==> src/rtl/axi_lite_arbiter_2to1.sv <==
// Two-requester AXI4-Lite arbiter: independent round-robin read and write paths,
// one outstanding transaction per path, zero-cycle pass-through once granted.
//
// state  | meaning
// W_IDLE | no write in flight; picks the next write winner
// W_XFER | aw/w of the granted requester routed downstream until both handshake
// W_RESP | b routed back to the granted requester
// R_IDLE | no read in flight; picks the next read winner
// R_ADDR | ar of the granted requester routed downstream
// R_DATA | r routed back to the granted requester
module axi_lite_arbiter_2to1 #(
  parameter int DATA_WIDTH = 32,
  parameter int ADDR_WIDTH = 32
) (
  input  logic                    clock,
  input  logic                    reset,
  input  logic                    io_s0_axi_aw_valid,
  output logic                    io_s0_axi_aw_ready,
  input  logic [ADDR_WIDTH-1:0]   io_s0_axi_aw_bits_addr,
  input  logic                    io_s0_axi_w_valid,
  output logic                    io_s0_axi_w_ready,
  input  logic [DATA_WIDTH-1:0]   io_s0_axi_w_bits_data,
  input  logic [DATA_WIDTH/8-1:0] io_s0_axi_w_bits_strb,
  output logic                    io_s0_axi_b_valid,
  input  logic                    io_s0_axi_b_ready,
  output logic [1:0]              io_s0_axi_b_bits_resp,
  input  logic                    io_s0_axi_ar_valid,
  output logic                    io_s0_axi_ar_ready,
  input  logic [ADDR_WIDTH-1:0]   io_s0_axi_ar_bits_addr,
  output logic                    io_s0_axi_r_valid,
  input  logic                    io_s0_axi_r_ready,
  output logic [DATA_WIDTH-1:0]   io_s0_axi_r_bits_data,
  output logic [1:0]              io_s0_axi_r_bits_resp,
  input  logic                    io_s1_axi_aw_valid,
  output logic                    io_s1_axi_aw_ready,
  input  logic [ADDR_WIDTH-1:0]   io_s1_axi_aw_bits_addr,
  input  logic                    io_s1_axi_w_valid,
  output logic                    io_s1_axi_w_ready,
  input  logic [DATA_WIDTH-1:0]   io_s1_axi_w_bits_data,
  input  logic [DATA_WIDTH/8-1:0] io_s1_axi_w_bits_strb,
  output logic                    io_s1_axi_b_valid,
  input  logic                    io_s1_axi_b_ready,
  output logic [1:0]              io_s1_axi_b_bits_resp,
  input  logic                    io_s1_axi_ar_valid,
  output logic                    io_s1_axi_ar_ready,
  input  logic [ADDR_WIDTH-1:0]   io_s1_axi_ar_bits_addr,
  output logic                    io_s1_axi_r_valid,
  input  logic                    io_s1_axi_r_ready,
  output logic [DATA_WIDTH-1:0]   io_s1_axi_r_bits_data,
  output logic [1:0]              io_s1_axi_r_bits_resp,
  output logic                    io_m_axi_aw_valid,
  input  logic                    io_m_axi_aw_ready,
  output logic [ADDR_WIDTH-1:0]   io_m_axi_aw_bits_addr,
  output logic                    io_m_axi_w_valid,
  input  logic                    io_m_axi_w_ready,
  output logic [DATA_WIDTH-1:0]   io_m_axi_w_bits_data,
  output logic [DATA_WIDTH/8-1:0] io_m_axi_w_bits_strb,
  input  logic                    io_m_axi_b_valid,
  output logic                    io_m_axi_b_ready,
  input  logic [1:0]              io_m_axi_b_bits_resp,
  output logic                    io_m_axi_ar_valid,
  input  logic                    io_m_axi_ar_ready,
  output logic [ADDR_WIDTH-1:0]   io_m_axi_ar_bits_addr,
  input  logic                    io_m_axi_r_valid,
  output logic                    io_m_axi_r_ready,
  input  logic [DATA_WIDTH-1:0]   io_m_axi_r_bits_data,
  input  logic [1:0]              io_m_axi_r_bits_resp
);

  typedef enum logic [1:0] {W_IDLE, W_XFER, W_RESP} w_state_t;
  typedef enum logic [1:0] {R_IDLE, R_ADDR, R_DATA} r_state_t;

  w_state_t w_state, w_state_nxt;
  r_state_t r_state, r_state_nxt;
  logic grant_w, grant_w_nxt, last_w, last_w_nxt;
  logic aw_done, aw_done_nxt, w_done, w_done_nxt;
  logic grant_r, grant_r_nxt, last_r, last_r_nxt;

  logic w_req0, w_req1, w_win, r_win;
  logic g_aw_valid, g_w_valid, g_b_ready, g_ar_valid, g_r_ready;
  logic aw_hs, w_hs;
  logic aw_rdy, w_rdy, b_vld, ar_rdy, r_vld;

  // the pointer remembers the last winner; on a tie the other requester wins
  assign w_req0 = io_s0_axi_aw_valid | io_s0_axi_w_valid;
  assign w_req1 = io_s1_axi_aw_valid | io_s1_axi_w_valid;
  assign w_win  = (w_req0 & w_req1) ? ~last_w : w_req1;
  assign r_win  = (io_s0_axi_ar_valid & io_s1_axi_ar_valid) ? ~last_r : io_s1_axi_ar_valid;

  assign g_aw_valid = grant_w ? io_s1_axi_aw_valid : io_s0_axi_aw_valid;
  assign g_w_valid  = grant_w ? io_s1_axi_w_valid  : io_s0_axi_w_valid;
  assign g_b_ready  = grant_w ? io_s1_axi_b_ready  : io_s0_axi_b_ready;
  assign g_ar_valid = grant_r ? io_s1_axi_ar_valid : io_s0_axi_ar_valid;
  assign g_r_ready  = grant_r ? io_s1_axi_r_ready  : io_s0_axi_r_ready;

  assign io_m_axi_aw_bits_addr = grant_w ? io_s1_axi_aw_bits_addr : io_s0_axi_aw_bits_addr;
  assign io_m_axi_w_bits_data  = grant_w ? io_s1_axi_w_bits_data  : io_s0_axi_w_bits_data;
  assign io_m_axi_w_bits_strb  = grant_w ? io_s1_axi_w_bits_strb  : io_s0_axi_w_bits_strb;
  assign io_m_axi_ar_bits_addr = grant_r ? io_s1_axi_ar_bits_addr : io_s0_axi_ar_bits_addr;

  // a channel that already handshook is masked so it never issues twice
  assign aw_hs = (w_state == W_XFER) & g_aw_valid & ~aw_done & io_m_axi_aw_ready;
  assign w_hs  = (w_state == W_XFER) & g_w_valid  & ~w_done  & io_m_axi_w_ready;

  always_ff @(posedge clock) begin
    if (!reset) begin
      w_state <= W_IDLE;
      grant_w <= 1'b0;
      last_w  <= 1'b1;
      aw_done <= 1'b0;
      w_done  <= 1'b0;
      r_state <= R_IDLE;
      grant_r <= 1'b0;
      last_r  <= 1'b1;
    end else begin
      w_state <= w_state_nxt;
      grant_w <= grant_w_nxt;
      last_w  <= last_w_nxt;
      aw_done <= aw_done_nxt;
      w_done  <= w_done_nxt;
      r_state <= r_state_nxt;
      grant_r <= grant_r_nxt;
      last_r  <= last_r_nxt;
    end
  end

  always_comb begin
    w_state_nxt       = w_state;
    grant_w_nxt       = grant_w;
    last_w_nxt        = last_w;
    aw_done_nxt       = aw_done;
    w_done_nxt        = w_done;
    io_m_axi_aw_valid = 1'b0;
    io_m_axi_w_valid  = 1'b0;
    io_m_axi_b_ready  = 1'b0;
    aw_rdy            = 1'b0;
    w_rdy             = 1'b0;
    b_vld             = 1'b0;
    case (w_state)
      W_IDLE: begin
        if (w_req0 | w_req1) begin
          grant_w_nxt = w_win;
          last_w_nxt  = w_win;
          aw_done_nxt = 1'b0;
          w_done_nxt  = 1'b0;
          w_state_nxt = W_XFER;
        end
      end
      W_XFER: begin
        io_m_axi_aw_valid = g_aw_valid & ~aw_done;
        io_m_axi_w_valid  = g_w_valid & ~w_done;
        aw_rdy            = io_m_axi_aw_ready & ~aw_done;
        w_rdy             = io_m_axi_w_ready & ~w_done;
        aw_done_nxt       = aw_done | aw_hs;
        w_done_nxt        = w_done | w_hs;
        if ((aw_done | aw_hs) & (w_done | w_hs)) w_state_nxt = W_RESP;
      end
      W_RESP: begin
        io_m_axi_b_ready = g_b_ready;
        b_vld            = io_m_axi_b_valid;
        if (io_m_axi_b_valid & g_b_ready) w_state_nxt = W_IDLE;
      end
      default: w_state_nxt = W_IDLE;
    endcase
  end

  always_comb begin
    r_state_nxt       = r_state;
    grant_r_nxt       = grant_r;
    last_r_nxt        = last_r;
    io_m_axi_ar_valid = 1'b0;
    io_m_axi_r_ready  = 1'b0;
    ar_rdy            = 1'b0;
    r_vld             = 1'b0;
    case (r_state)
      R_IDLE: begin
        if (io_s0_axi_ar_valid | io_s1_axi_ar_valid) begin
          grant_r_nxt = r_win;
          last_r_nxt  = r_win;
          r_state_nxt = R_ADDR;
        end
      end
      R_ADDR: begin
        io_m_axi_ar_valid = g_ar_valid;
        ar_rdy            = io_m_axi_ar_ready;
        if (g_ar_valid & io_m_axi_ar_ready) r_state_nxt = R_DATA;
      end
      R_DATA: begin
        io_m_axi_r_ready = g_r_ready;
        r_vld            = io_m_axi_r_valid;
        if (io_m_axi_r_valid & g_r_ready) r_state_nxt = R_IDLE;
      end
      default: r_state_nxt = R_IDLE;
    endcase
  end

  assign io_s0_axi_aw_ready    = aw_rdy & ~grant_w;
  assign io_s1_axi_aw_ready    = aw_rdy & grant_w;
  assign io_s0_axi_w_ready     = w_rdy & ~grant_w;
  assign io_s1_axi_w_ready     = w_rdy & grant_w;
  assign io_s0_axi_b_valid     = b_vld & ~grant_w;
  assign io_s1_axi_b_valid     = b_vld & grant_w;
  assign io_s0_axi_b_bits_resp = (b_vld & ~grant_w) ? io_m_axi_b_bits_resp : 2'b00;
  assign io_s1_axi_b_bits_resp = (b_vld & grant_w) ? io_m_axi_b_bits_resp : 2'b00;
  assign io_s0_axi_ar_ready    = ar_rdy & ~grant_r;
  assign io_s1_axi_ar_ready    = ar_rdy & grant_r;
  assign io_s0_axi_r_valid     = r_vld & ~grant_r;
  assign io_s1_axi_r_valid     = r_vld & grant_r;
  assign io_s0_axi_r_bits_data = (r_vld & ~grant_r) ? io_m_axi_r_bits_data : '0;
  assign io_s1_axi_r_bits_data = (r_vld & grant_r) ? io_m_axi_r_bits_data : '0;
  assign io_s0_axi_r_bits_resp = (r_vld & ~grant_r) ? io_m_axi_r_bits_resp : 2'b00;
  assign io_s1_axi_r_bits_resp = (r_vld & grant_r) ? io_m_axi_r_bits_resp : 2'b00;

endmodule

==> config.mk <==
export PLATFORM = sky130hd
export DESIGN_NAME = axi_lite_arbiter_2to1
export DESIGN_NICKNAME = d
export VERILOG_FILES = /design/src/rtl/axi_lite_arbiter_2to1.sv
export SDC_FILE = /design/constraint.sdc
export NUM_CORES = 1
export LEC_CHECK = 0
export BUFFER_PORTS_ARGS = -buffer_cell sky130_fd_sc_hd__clkbuf_2
export CAP_MARGIN = 0
export CORE_AREA = 2 2 173 175
export CTS_CLUSTER_SIZE = 14
export DETAILED_ROUTE_END_ITERATION = 10
export DIE_AREA = 0 0 175 177
export PLACE_DENSITY = 0.32
export SLEW_MARGIN = 15
export SYNTH_ARGS = -nofsm -noshare
export SYNTH_HDL_FRONTEND = slang
export SYNTH_SLANG_ARGS = --single-unit
==> constraint.sdc <==
create_clock -name clock -period 1.6 [get_ports clock]
set_input_delay 0.16 -clock clock [delete_from_list [all_inputs] [get_ports clock]]
set_output_delay 0.16 -clock clock [all_outputs]
set_load 0.01 [all_outputs]
==> impl_metrics.tcl, run 1 <==
set metrics [dict create \
    criticalPathCategory "flop to output port" \
    antenna_violating_nets_post_route 0 \
    core_area_mm2 0.0292 \
    final_period_minus_worst_setup_slack_ns 1.61 \
    cts.path.max_buffers 2 \
    violated_checks "setup timing" \
    synth_top_cell_by_area "sky130_fd_sc_hd__mux2_2" \
    wire_length_of_the_first_global_routing_pass_um 18400 \
    critical_path.cell_chain "nor2b_4 -> nand2_2 -> nor2_4 -> buf_12 -> clkbuf_16 -> and2_1 -> clkbuf_2" \
    timing.fmax_mhz 621 \
    drive_gt1_share_pct 83.7 \
    dr.pass1.iters 4 \
    routabilityCongestion 0.691 \
    mean_instance_size_in_the_synthesized_netlist_um2 8.49 \
    postCtsHoldBufs 0 \
    num_rows 63 \
    drtIter0Drc 58 \
    ys_top_cells_by_count "sky130_fd_sc_hd__mux2_2 (100), sky130_fd_sc_hd__and2_1 (72), sky130_fd_sc_hd__buf_2 (13)" \
    finalSetupViolCount 5 \
    power.total_mw 2.43 \
    cts_buffers 3 \
    timing.final.max_slew_violations 0 \
    worst-r2r-cell-count 5 \
    cts_num_sinks 10 \
    holdPathStages 2 \
    yosysUniqueCellTypes 31 \
    place.detailed.instances 1087 \
    final_design_area_no_fill_mm2 0.00565 \
    maxCapViolations 0 \
    seq_area_um2 213 \
    via_per_inst 3.36 \
    worst-path-max-fanout 9 \
    rsz_0062_raised_after_global_routing "yes" \
    detail_route.drc_violations 0 \
    fraction_of_registers_with_async_set_reset_pct 0 \
    synth.top_cells.by_area "sky130_fd_sc_hd__mux2_2 (49%), sky130_fd_sc_hd__and2_1 (20%), sky130_fd_sc_hd__dfxtp_1 (8.8%), sky130_fd_sc_hd__buf_2 (2.8%), sky130_fd_sc_hd__mux2i_1 (2.2%)" \
    cpMaxStageDelayCell "sky130_fd_sc_hd__dfxtp_4" \
    post_route_core_utilization_pct 19.3 \
    nNetsFinal 978 \
    timing.max_slew.rel_slack_pct 60.8 \
    tritoncts "done" \
    antenna_found_initial 0 \
    rrSetupSlack_ns 0.20 \
    wl_per_cell_um 13.1 \
    postSynth.topFlopCell "sky130_fd_sc_hd__dfxtp_1" \
    die_height_um 177 \
    syn2layout_area_growth_pct 147 \
    timing.critical_path.arrival_ns 1.45 \
    critPathLaunchType "flop" \
    detailed_placer_s_ending_hpwl_um 12200 \
    yosysSeqAreaShare_pct 8.76 \
    io_pins 440 \
    final_hold_viol_count 0 \
    worst-slew-pin-transition_ns 0.581 \
    count_of_antenna_diodes_in_the_layout 0 \
    status "finished with violations" \
    path_clk_slew_ns 0.04 \
    cpPeakStageDelay_ns 0.35 \
    worst_slack_ns -0.0106 \
    initial_utilization_pct 7.81 \
    dieWidth_um 175 \
    postSynthRegisterBits 10 \
    filler_instances 3277 \
    clk_latency_ns 0.24 \
    postSynthNetCount 522 \
    number_of_flops_mapped_to_enable_cells_by_yosys 0 \
    finalWirelength_um 14600 \
    grt_pass1_vias 3320 \
    synth.cell_area_mm2 0.00228 \
    final_period_util_pct 101 \
    multi_input_area_mm2 0.00211 \
    grt_max_degree 39 \
    dpl-instance-area_mm2 0.00500 \
    total_routing_usage_reported_by_global_routing_pct 7.68 \
    share_of_the_synthesized_area_in_the_top_cell_type_pct 49.3 \
    yosysWarnings 0 \
    fin_tns_setup_ns -0.0166 \
    worstPathRequired_ns 1.44 \
    peakVddDrop_v 0.000221 \
    post_synth_inst_count 269 \
    power.density_cell_area_mw_per_mm2 431 \
    dieArea_mm2 0.0310 \
    layout.cells.non_filler 1114 \
    final.setup_skew_ns 0.000369 \
    timing.hold.worst.class "primary input to flop" \
    h-tree-depth 1 \
    detailroute.via_count 3741 \
    critical_path.endpoint_type "output port" \
    cts_root_buffer "sky130_fd_sc_hd__clkbuf_16" \
    synth_most_common_cell "sky130_fd_sc_hd__mux2_2" \
    total_leakage_power_nw 3.07 \
    buffers_added_on_ports 439 \
    globalRouteOverflowTotal 0 \
]
-- per-stage QoR --
stage / setup WS, ns / hold slack [ns]
after floorplan: 0.227 / 0.249
after global placement: 0.224 / 0.463
after CTS: -0.0157 / 0.216
final: -0.0106 / 0.189
after global routing: -0.0624 / 0.218
after detailed placement: 0.207 / 0.465
-- cells by family after synthesis --
family,after synthesis,synth area share (%)
AND/OR/NAND/NOR,115,29.6
buffers and inverters,23,5.37
multiplexers,105,51.5
AO/OA/AOI/OAI,16,4.76
flip-flops,10,8.76
-- flip-flops by register name, indices dropped and copies added (netlist names) --
register,flops
w_state,2
aw_done,1
last_w,1
grant_r,1
w_done,1
last_r,1
r_state,2
grant_w,1
-- cells in the final DEF (no fill, tap or decap), types with 2 or more instances in the layout --
cell | synthesis | routed
sky130_fd_sc_hd__mux2_4 | 0 | 15
sky130_fd_sc_hd__o22ai_1 | 3 | 3
sky130_fd_sc_hd__inv_1 | 3 | 3
sky130_fd_sc_hd__nand3b_1 | 2 | 2
sky130_fd_sc_hd__nand2_1 | 9 | 8
sky130_fd_sc_hd__nor2_1 | 10 | 10
sky130_fd_sc_hd__dfxtp_1 | 10 | 4
sky130_fd_sc_hd__nor2b_4 | 0 | 2
sky130_fd_sc_hd__clkbuf_2 | 4 | 399
sky130_fd_sc_hd__mux2i_1 | 5 | 3
sky130_fd_sc_hd__buf_6 | 1 | 14
sky130_fd_sc_hd__buf_2 | 13 | 27
sky130_fd_sc_hd__nor3_1 | 7 | 5
sky130_fd_sc_hd__clkbuf_16 | 0 | 8
sky130_fd_sc_hd__a21oi_1 | 3 | 3
sky130_fd_sc_hd__and2_4 | 0 | 14
sky130_fd_sc_hd__nor2b_1 | 4 | 3
sky130_fd_sc_hd__nor3b_1 | 3 | 3
sky130_fd_sc_hd__and3_4 | 0 | 2
sky130_fd_sc_hd__buf_4 | 2 | 16
sky130_fd_sc_hd__o21ai_0 | 2 | 2
sky130_fd_sc_hd__dfxtp_2 | 0 | 4
sky130_fd_sc_hd__and2_1 | 72 | 58
sky130_fd_sc_hd__mux2_2 | 100 | 85
sky130_fd_sc_hd__o211ai_1 | 3 | 3
sky130_fd_sc_hd__buf_12 | 0 | 8
sky130_fd_sc_hd__dfxtp_4 | 0 | 2
-- report_power, final --
| part | total (mW) | leakage, nW | switching [mW] | internal (mW) |
|---|---|---|---|---|
| Clock | 0.506 | 0.0442 | 0.129 | 0.377 |
| Combinational | 1.60 | 2.94 | 0.690 | 0.907 |
| Sequential | 0.330 | 0.0850 | 0.0520 | 0.278 |
| Total | 2.43 | 3.07 | 0.870 | 1.56 |
-- area by class of cell --
cell class	count	area share (%)
timing repair buffer	471	48.5
multi-input combinational	236	37.4
clock buffer	4	1.57
sequential	10	3.77
inverter	3	0.199
tap	390	8.64
-- worst paths after layout --
path                                 from                   endpoint
hold / removal                      reset        last_w$_SDFFE_PN1P_
setup / recovery  r_state[0]$_SDFFE_PN0P_  io_s0_axi_r_bits_data[31]
setup reg to reg     grant_w$_SDFFE_PN0P_    w_state[1]$_SDFFE_PN0P_
hold reg to reg       last_r$_SDFFE_PN1P_        last_r$_SDFFE_PN1P_
-- layer usage --
metal | vias up | track usage (%) | routed length (um)
met2 | 240 | 15.6 | 8180
met4 | 0 | 1.77 | 183
met1 | 1640 | 7.94 | 5040
met5 | - | 0 | 0
li1 | 1855 | - | -
met3 | 6 | 1.59 | 1190
-- worst max-delay path: cells and delay by family (launching register included) --
| family | cells | cell delay (ns) |
|---|---|---|
| flip-flops | 1 | 0.35 |
| AND/OR/NAND/NOR | 4 | 0.44 |
| buffers and inverters | 3 | 0.42 |
-- what timing repair did --
item                                   CTS  global route
pin swaps                                0            16
gates cloned                             1             6
gates resized for setup                  5            98
setup endpoints to repair               93           105
setup buffers                            3            13
endpoints found under the hold margin    0             0
(Power assumes the default switching activity.)
==> run 2: changes to the inputs <==
--- a/config.mk
+++ b/config.mk
@@ -7,11 +7,11 @@
 export LEC_CHECK = 0
 export BUFFER_PORTS_ARGS = -buffer_cell sky130_fd_sc_hd__clkbuf_2
 export CAP_MARGIN = 0
-export CORE_AREA = 2 2 173 175
+export CORE_AREA = 2 2 170 172
 export CTS_CLUSTER_SIZE = 14
 export DETAILED_ROUTE_END_ITERATION = 10
-export DIE_AREA = 0 0 175 177
-export PLACE_DENSITY = 0.32
+export DIE_AREA = 0 0 172 174
+export PLACE_DENSITY = 0.34
 export SLEW_MARGIN = 15
 export SYNTH_ARGS = -nofsm -noshare
 export SYNTH_HDL_FRONTEND = slang
==> constraint.sdc (replaced) <==
create_clock -name clock -period 1.3 [get_ports clock]
set_input_delay 0.13 -clock clock [delete_from_list [all_inputs] [get_ports clock]]
set_output_delay 0.13 -clock clock [all_outputs]
set_load 0.01 [all_outputs]
==> impl_metrics.tcl, run 2 (same netlist as run 1, synthesis figures left out) <==
set metrics [dict create \
    cts.path.max_buffers 2 \
    drtIter0Drc 49 \
    timing.hold.worst.class "primary input to flop" \
    critPathLaunchType "flop" \
    buffers_added_on_ports 439 \
    top_regs "r_state (2), w_state (2)" \
    peakVddDrop_v 0.000273 \
    place.detailed.instances 1090 \
    grt_max_degree 36 \
    filler_instances 3156 \
    rsz_0062_raised_after_global_routing "yes" \
    finalSetupViolCount 185 \
    timing.fmax_mhz 634 \
    worst-path-max-fanout 8 \
    final_design_area_no_fill_mm2 0.00643 \
    timing.final.max_slew_violations 0 \
    hold_slack_ns 0.152 \
    cts_buffers 3 \
    path_clk_slew_ns 0.05 \
    die_height_um 174 \
    drive_gt1_share_pct 86.6 \
    final.setup_skew_ns 0.000602 \
    wl_per_cell_um 13.7 \
    io_pins 440 \
    wire_length_of_the_first_global_routing_pass_um 18300 \
    cts_root_buffer "sky130_fd_sc_hd__clkbuf_16" \
    initial_utilization_pct 8.09 \
    layout.cells.most_common_list "sky130_fd_sc_hd__clkbuf_2 (344), sky130_fd_sc_hd__buf_6 (74), sky130_fd_sc_hd__mux2_4 (66), sky130_fd_sc_hd__and2_1 (54), sky130_fd_sc_hd__mux2_2 (34)" \
    finalWirelength_um 15300 \
    routabilityCongestion 0.708 \
    multi_input_area_mm2 0.00241 \
    antenna_violating_nets_post_route 0 \
    worst-slew-pin-transition_ns 0.299 \
    total_leakage_power_nw 3.45 \
    timing.max_slew.rel_slack_pct 80.0 \
    nNetsFinal 986 \
    worstPathRequired_ns 1.17 \
    detail_route.drc_violations 0 \
    total_routing_usage_reported_by_global_routing_pct 7.80 \
    critical_path.endpoint_type "output port" \
    dr.pass1.iters 3 \
    final_hold_viol_count 0 \
    grt_pass1_vias 3663 \
    criticalPathCategory "flop to output port" \
    seq_area_um2 213 \
    clk_latency_ns 0.24 \
    power.density_cell_area_mw_per_mm2 549 \
    postCtsHoldBufs 0 \
    final_period_minus_worst_setup_slack_ns 1.58 \
    worst_slack_ns -0.278 \
    detailed_placer_s_ending_hpwl_um 11900 \
    status "finished with violations" \
    layout_commonest_cell "sky130_fd_sc_hd__clkbuf_2" \
    timing.critical_path.arrival_ns 1.45 \
    dieWidth_um 172 \
    final_period_util_pct 121 \
    detailroute.via_count 3936 \
    syn2layout_area_growth_pct 181 \
    cts_num_sinks 10 \
    h-tree-depth 1 \
    violated_checks "setup timing" \
    core_area_mm2 0.0282 \
    globalRouteOverflowTotal 0 \
    via_per_inst 3.52 \
    dpl-instance-area_mm2 0.00505 \
    tritoncts "done" \
    antenna_found_initial 2 \
    maxCapViolations 0 \
    layout.cells.non_filler 1117 \
    num_rows 62 \
    dieArea_mm2 0.0299 \
]
run 2: report_power, final:
part | internal, mW | switching (mW) | total (mW) | leakage, nW
clock | 0.464 | 0.158 | 0.623 | 0.0442
sequential | 0.342 | 0.0413 | 0.383 | 0.0850
combinational | 1.53 | 0.997 | 2.52 | 3.32
run 2: timing repair:
item                                    4_1_cts  5_1_grt
endpoints found under the setup margin      189      191
gates resized for setup                      68      249
cloned                                        4        8
pin swaps                                     4       24
buffers inserted                              8        5
run 2: final timing paths:
path                                           endpoint                  from  cells after the start  slack (ns)
worst max register to register  w_state[0]$_SDFFE_PN0P_  grant_w$_SDFFE_PN0P_                      6       -0.09
worst min register to register      last_w$_SDFFE_PN1P_   last_w$_SDFFE_PN1P_                      1        0.50
worst max-delay path            io_m_axi_w_bits_data[4]  grant_w$_SDFFE_PN0P_                      5       -0.28
worst min-delay path                last_w$_SDFFE_PN1P_                 reset                      2        0.15
run 2: layout make-up:
class / count / share of cell area [%]
Timing Repair Buffer: 479 / 50.1
Multi-Input combinational cell: 236 / 37.5
Tap cell: 384 / 7.47
Sequential cell: 10 / 3.31
Clock buffer: 4 / 1.38
Inverter: 3 / 0.175
Antenna cell: 1 / 0.0389
run 2: worst max-delay path: stages, from the launching register on:
cell and delay [ns]:
sky130_fd_sc_hd__dfxtp_4 0.36, sky130_fd_sc_hd__buf_12 0.16, sky130_fd_sc_hd__buf_12 0.12, sky130_fd_sc_hd__buf_12 0.13
sky130_fd_sc_hd__mux2_4 0.31, sky130_fd_sc_hd__buf_6 0.12
run 2: per-layer routing:
layer,vias up,track usage (%),part of all wire (%)
met3,6,1.48,9.3
met5,-,0,0.12
met2,258,17.4,57
met1,1793,7.07,33
li1,1877,-,-
met4,2,1.05,0.48
run 2: through the flow:
step / util, % / power (mW) / setup TNS, ns / worst slack, ns
finish: 22.8 / 3.53 / -33.25 / -0.278
global route: 22.8 / 3.74 / -43.80 / -0.313
CTS: 19.7 / 3.08 / -34.25 / -0.236
detailed placement: 17.9 / 2.17 / -0.545 / -0.0701
global placement: 17.9 / 2.18 / -0.764 / -0.0475
floorplan: - / 1.26 / -1.82 / -0.0432
==> run 3: changes to the inputs <==
--- a/config.mk
+++ b/config.mk
@@ -11,7 +11,7 @@
 export CTS_CLUSTER_SIZE = 14
 export DETAILED_ROUTE_END_ITERATION = 10
 export DIE_AREA = 0 0 172 174
-export PLACE_DENSITY = 0.34
+export PLACE_DENSITY_LB_ADDON = 0.12
 export SLEW_MARGIN = 15
 export SYNTH_ARGS = -nofsm -noshare
 export SYNTH_HDL_FRONTEND = slang
==> impl_metrics.tcl, run 3 (same netlist as run 1, synthesis figures left out) <==
set metrics [dict create \
    clk_latency_ns 0.24 \
    rsz_0062_raised_after_global_routing "yes" \
    timing.fmax_mhz 649 \
    critical_path.cell_chain "buf_12 -> clkbuf_16 -> mux2_4 -> buf_6" \
    cpMaxStageDelayCell "sky130_fd_sc_hd__dfxtp_4" \
    antenna_found_initial 0 \
    power.density_cell_area_mw_per_mm2 575 \
    antenna_violating_nets_post_route 0 \
    regToRegEndpoint "w_state[1]$_SDFFE_PN0P_" \
    layout_commonest_cell "sky130_fd_sc_hd__clkbuf_2" \
    worst_hold_path.endpoint "last_w$_SDFFE_PN1P_" \
    violated_checks "setup timing" \
    worst-r2r-cell-count 6 \
    cts_buffers 3 \
    syn2layout_area_growth_pct 197 \
    worstPathRequired_ns 1.17 \
    maxCapViolations 0 \
    buffers_added_on_ports 439 \
    critPathLaunchType "flop" \
    final.setup_skew_ns 0.000666 \
    io_pins 440 \
    worst-path-max-fanout 7 \
    filler_instances 3160 \
    status "finished with violations" \
    holdPathStages 2 \
    dieWidth_um 172 \
    initial_utilization_pct 8.09 \
    via_per_inst 3.50 \
    dieArea_mm2 0.0299 \
    crit_buf_inv 3 \
    finalWirelength_um 17500 \
    die_height_um 174 \
    dr.pass1.iters 4 \
    wl_per_cell_um 15.6 \
    criticalPathCategory "flop to output port" \
    postCtsHoldBufs 0 \
    post_route_core_utilization_pct 24.0 \
    layout.cells.most_common_list "sky130_fd_sc_hd__clkbuf_2 (287), sky130_fd_sc_hd__buf_6 (92), sky130_fd_sc_hd__mux2_4 (86), sky130_fd_sc_hd__and2_1 (69), sky130_fd_sc_hd__buf_2 (55)" \
    wire_length_of_the_first_global_routing_pass_um 22000 \
    core_area_mm2 0.0282 \
    routabilityCongestion 0.709 \
    grt_max_degree 36 \
    tritoncts "done" \
    count_of_antenna_diodes_in_the_layout 0 \
    path_clk_slew_ns 0.05 \
    nNetsFinal 992 \
    multi_input_area_mm2 0.00245 \
    worstReg2RegStart "grant_w$_SDFFE_PN0P_" \
    final_hold_viol_count 0 \
    grt_pass1_vias 3738 \
    worst_path_dominant_cell_family "buffers and inverters" \
    finalSetupViolCount 188 \
    final_period_util_pct 119 \
    h-tree-depth 1 \
    critical_path.endpoint_type "output port" \
    drive_gt1_share_pct 84.6 \
    total_routing_usage_reported_by_global_routing_pct 9.76 \
    cts.path.max_buffers 2 \
    drtIter0Drc 47 \
    fin_tns_setup_ns -31.81 \
    cpPeakStageDelay_ns 0.38 \
    total_leakage_power_nw 3.65 \
    cts_root_buffer "sky130_fd_sc_hd__clkbuf_16" \
    timing.max_slew.rel_slack_pct 76.1 \
    timing.final.max_slew_violations 0 \
    detailroute.via_count 3922 \
    timing.hold.worst.start "reset" \
    cts_num_sinks 10 \
    worst_slack_ns -0.241 \
    top_regs "r_state (2), w_state (2)" \
    peakVddDrop_v 0.000269 \
    detail_route.drc_violations 0 \
    num_rows 62 \
    detailed_placer_s_ending_hpwl_um 14100 \
    worst-slew-pin-transition_ns 0.354 \
    globalRouteOverflowTotal 0 \
    timing.critical_path.arrival_ns 1.41 \
    final_period_minus_worst_setup_slack_ns 1.54 \
    rrSetupSlack_ns -0.05 \
    timing.hold.worst.class "primary input to flop" \
    seq_area_um2 213 \
]
-- run 3: cell types whose count changed in the layout (fill, tap and decap cells not counted), sizes merged --
| cell | previous run | this run |
|---|---|---|
| bufbuf | 0 | 1 |
| clkbuf | 352 | 304 |
| buf | 131 | 184 |
| diode | 1 | 0 |
-- run 3: power by group --
group          internal, mW  switching [mW]
clock network         0.464           0.159
registers             0.342          0.0448
logic                  1.81            1.09
-- run 3: worst max path at each step --
stage	slack, ns	cells past startpoint	from	endpoint
floorplan	-0.04	4	grant_w$_SDFFE_PN0P_	io_m_axi_aw_bits_addr[20]
global placement	-0.05	5	w_state[1]$_SDFFE_PN0P_	io_s1_axi_b_bits_resp[0]
detailed placement	-0.08	5	w_state[1]$_SDFFE_PN0P_	io_s1_axi_b_bits_resp[0]
CTS	-0.27	5	grant_w$_SDFFE_PN0P_	io_m_axi_aw_bits_addr[29]
global route	-0.32	5	r_state[1]$_SDFFE_PN0P_	io_s1_axi_r_bits_resp[1]
finish	-0.24	4	grant_w$_SDFFE_PN0P_	io_m_axi_w_bits_data[28]
-- run 3: routing by layer --
| metal | global-route usage [%] | part of all wire [%] | wire length [um] | vias up |
|---|---|---|---|---|
| li1 | - | - | - | 1885 |
| met1 | 9.80 | 35 | 6090 | 1778 |
| met2 | 21.2 | 56 | 9830 | 257 |
| met3 | 1.18 | 8.6 | 1510 | 2 |
| met4 | 1.05 | 0.35 | 61 | 0 |
| met5 | 0 | 0 | 0 | - |
-- run 3: cell type report --
type / instances / share of cell area (%)
well taps: 384 / 7.08
repair buffers: 485 / 52.2
clock buffers: 4 / 1.31
flip-flops and latches: 10 / 3.13
multi-input cells: 236 / 36.1
inverters: 3 / 0.166
-- run 3: repair_timing --
item	in CTS	in global routing
cloned	6	5
buffers inserted	10	10
setup endpoints to repair	189	192
gates resized for setup	61	345
pin swaps	3	5
-- run 3: metrics by stage --
stage               total power [mW]  setup slack, ns  instances  instance area [um2]  hold slack, ns
floorplan                       1.26          -0.0432        269                 2280           0.219
global placement                2.23          -0.0485       1090                 5050           0.441
detailed placement              2.22          -0.0760       1090                 5050           0.428
CTS                             3.19           -0.274       1110                 5670           0.180
global route                    4.14           -0.315       1122                 6790           0.194
finish                          3.91           -0.241       1122                 6790           0.176
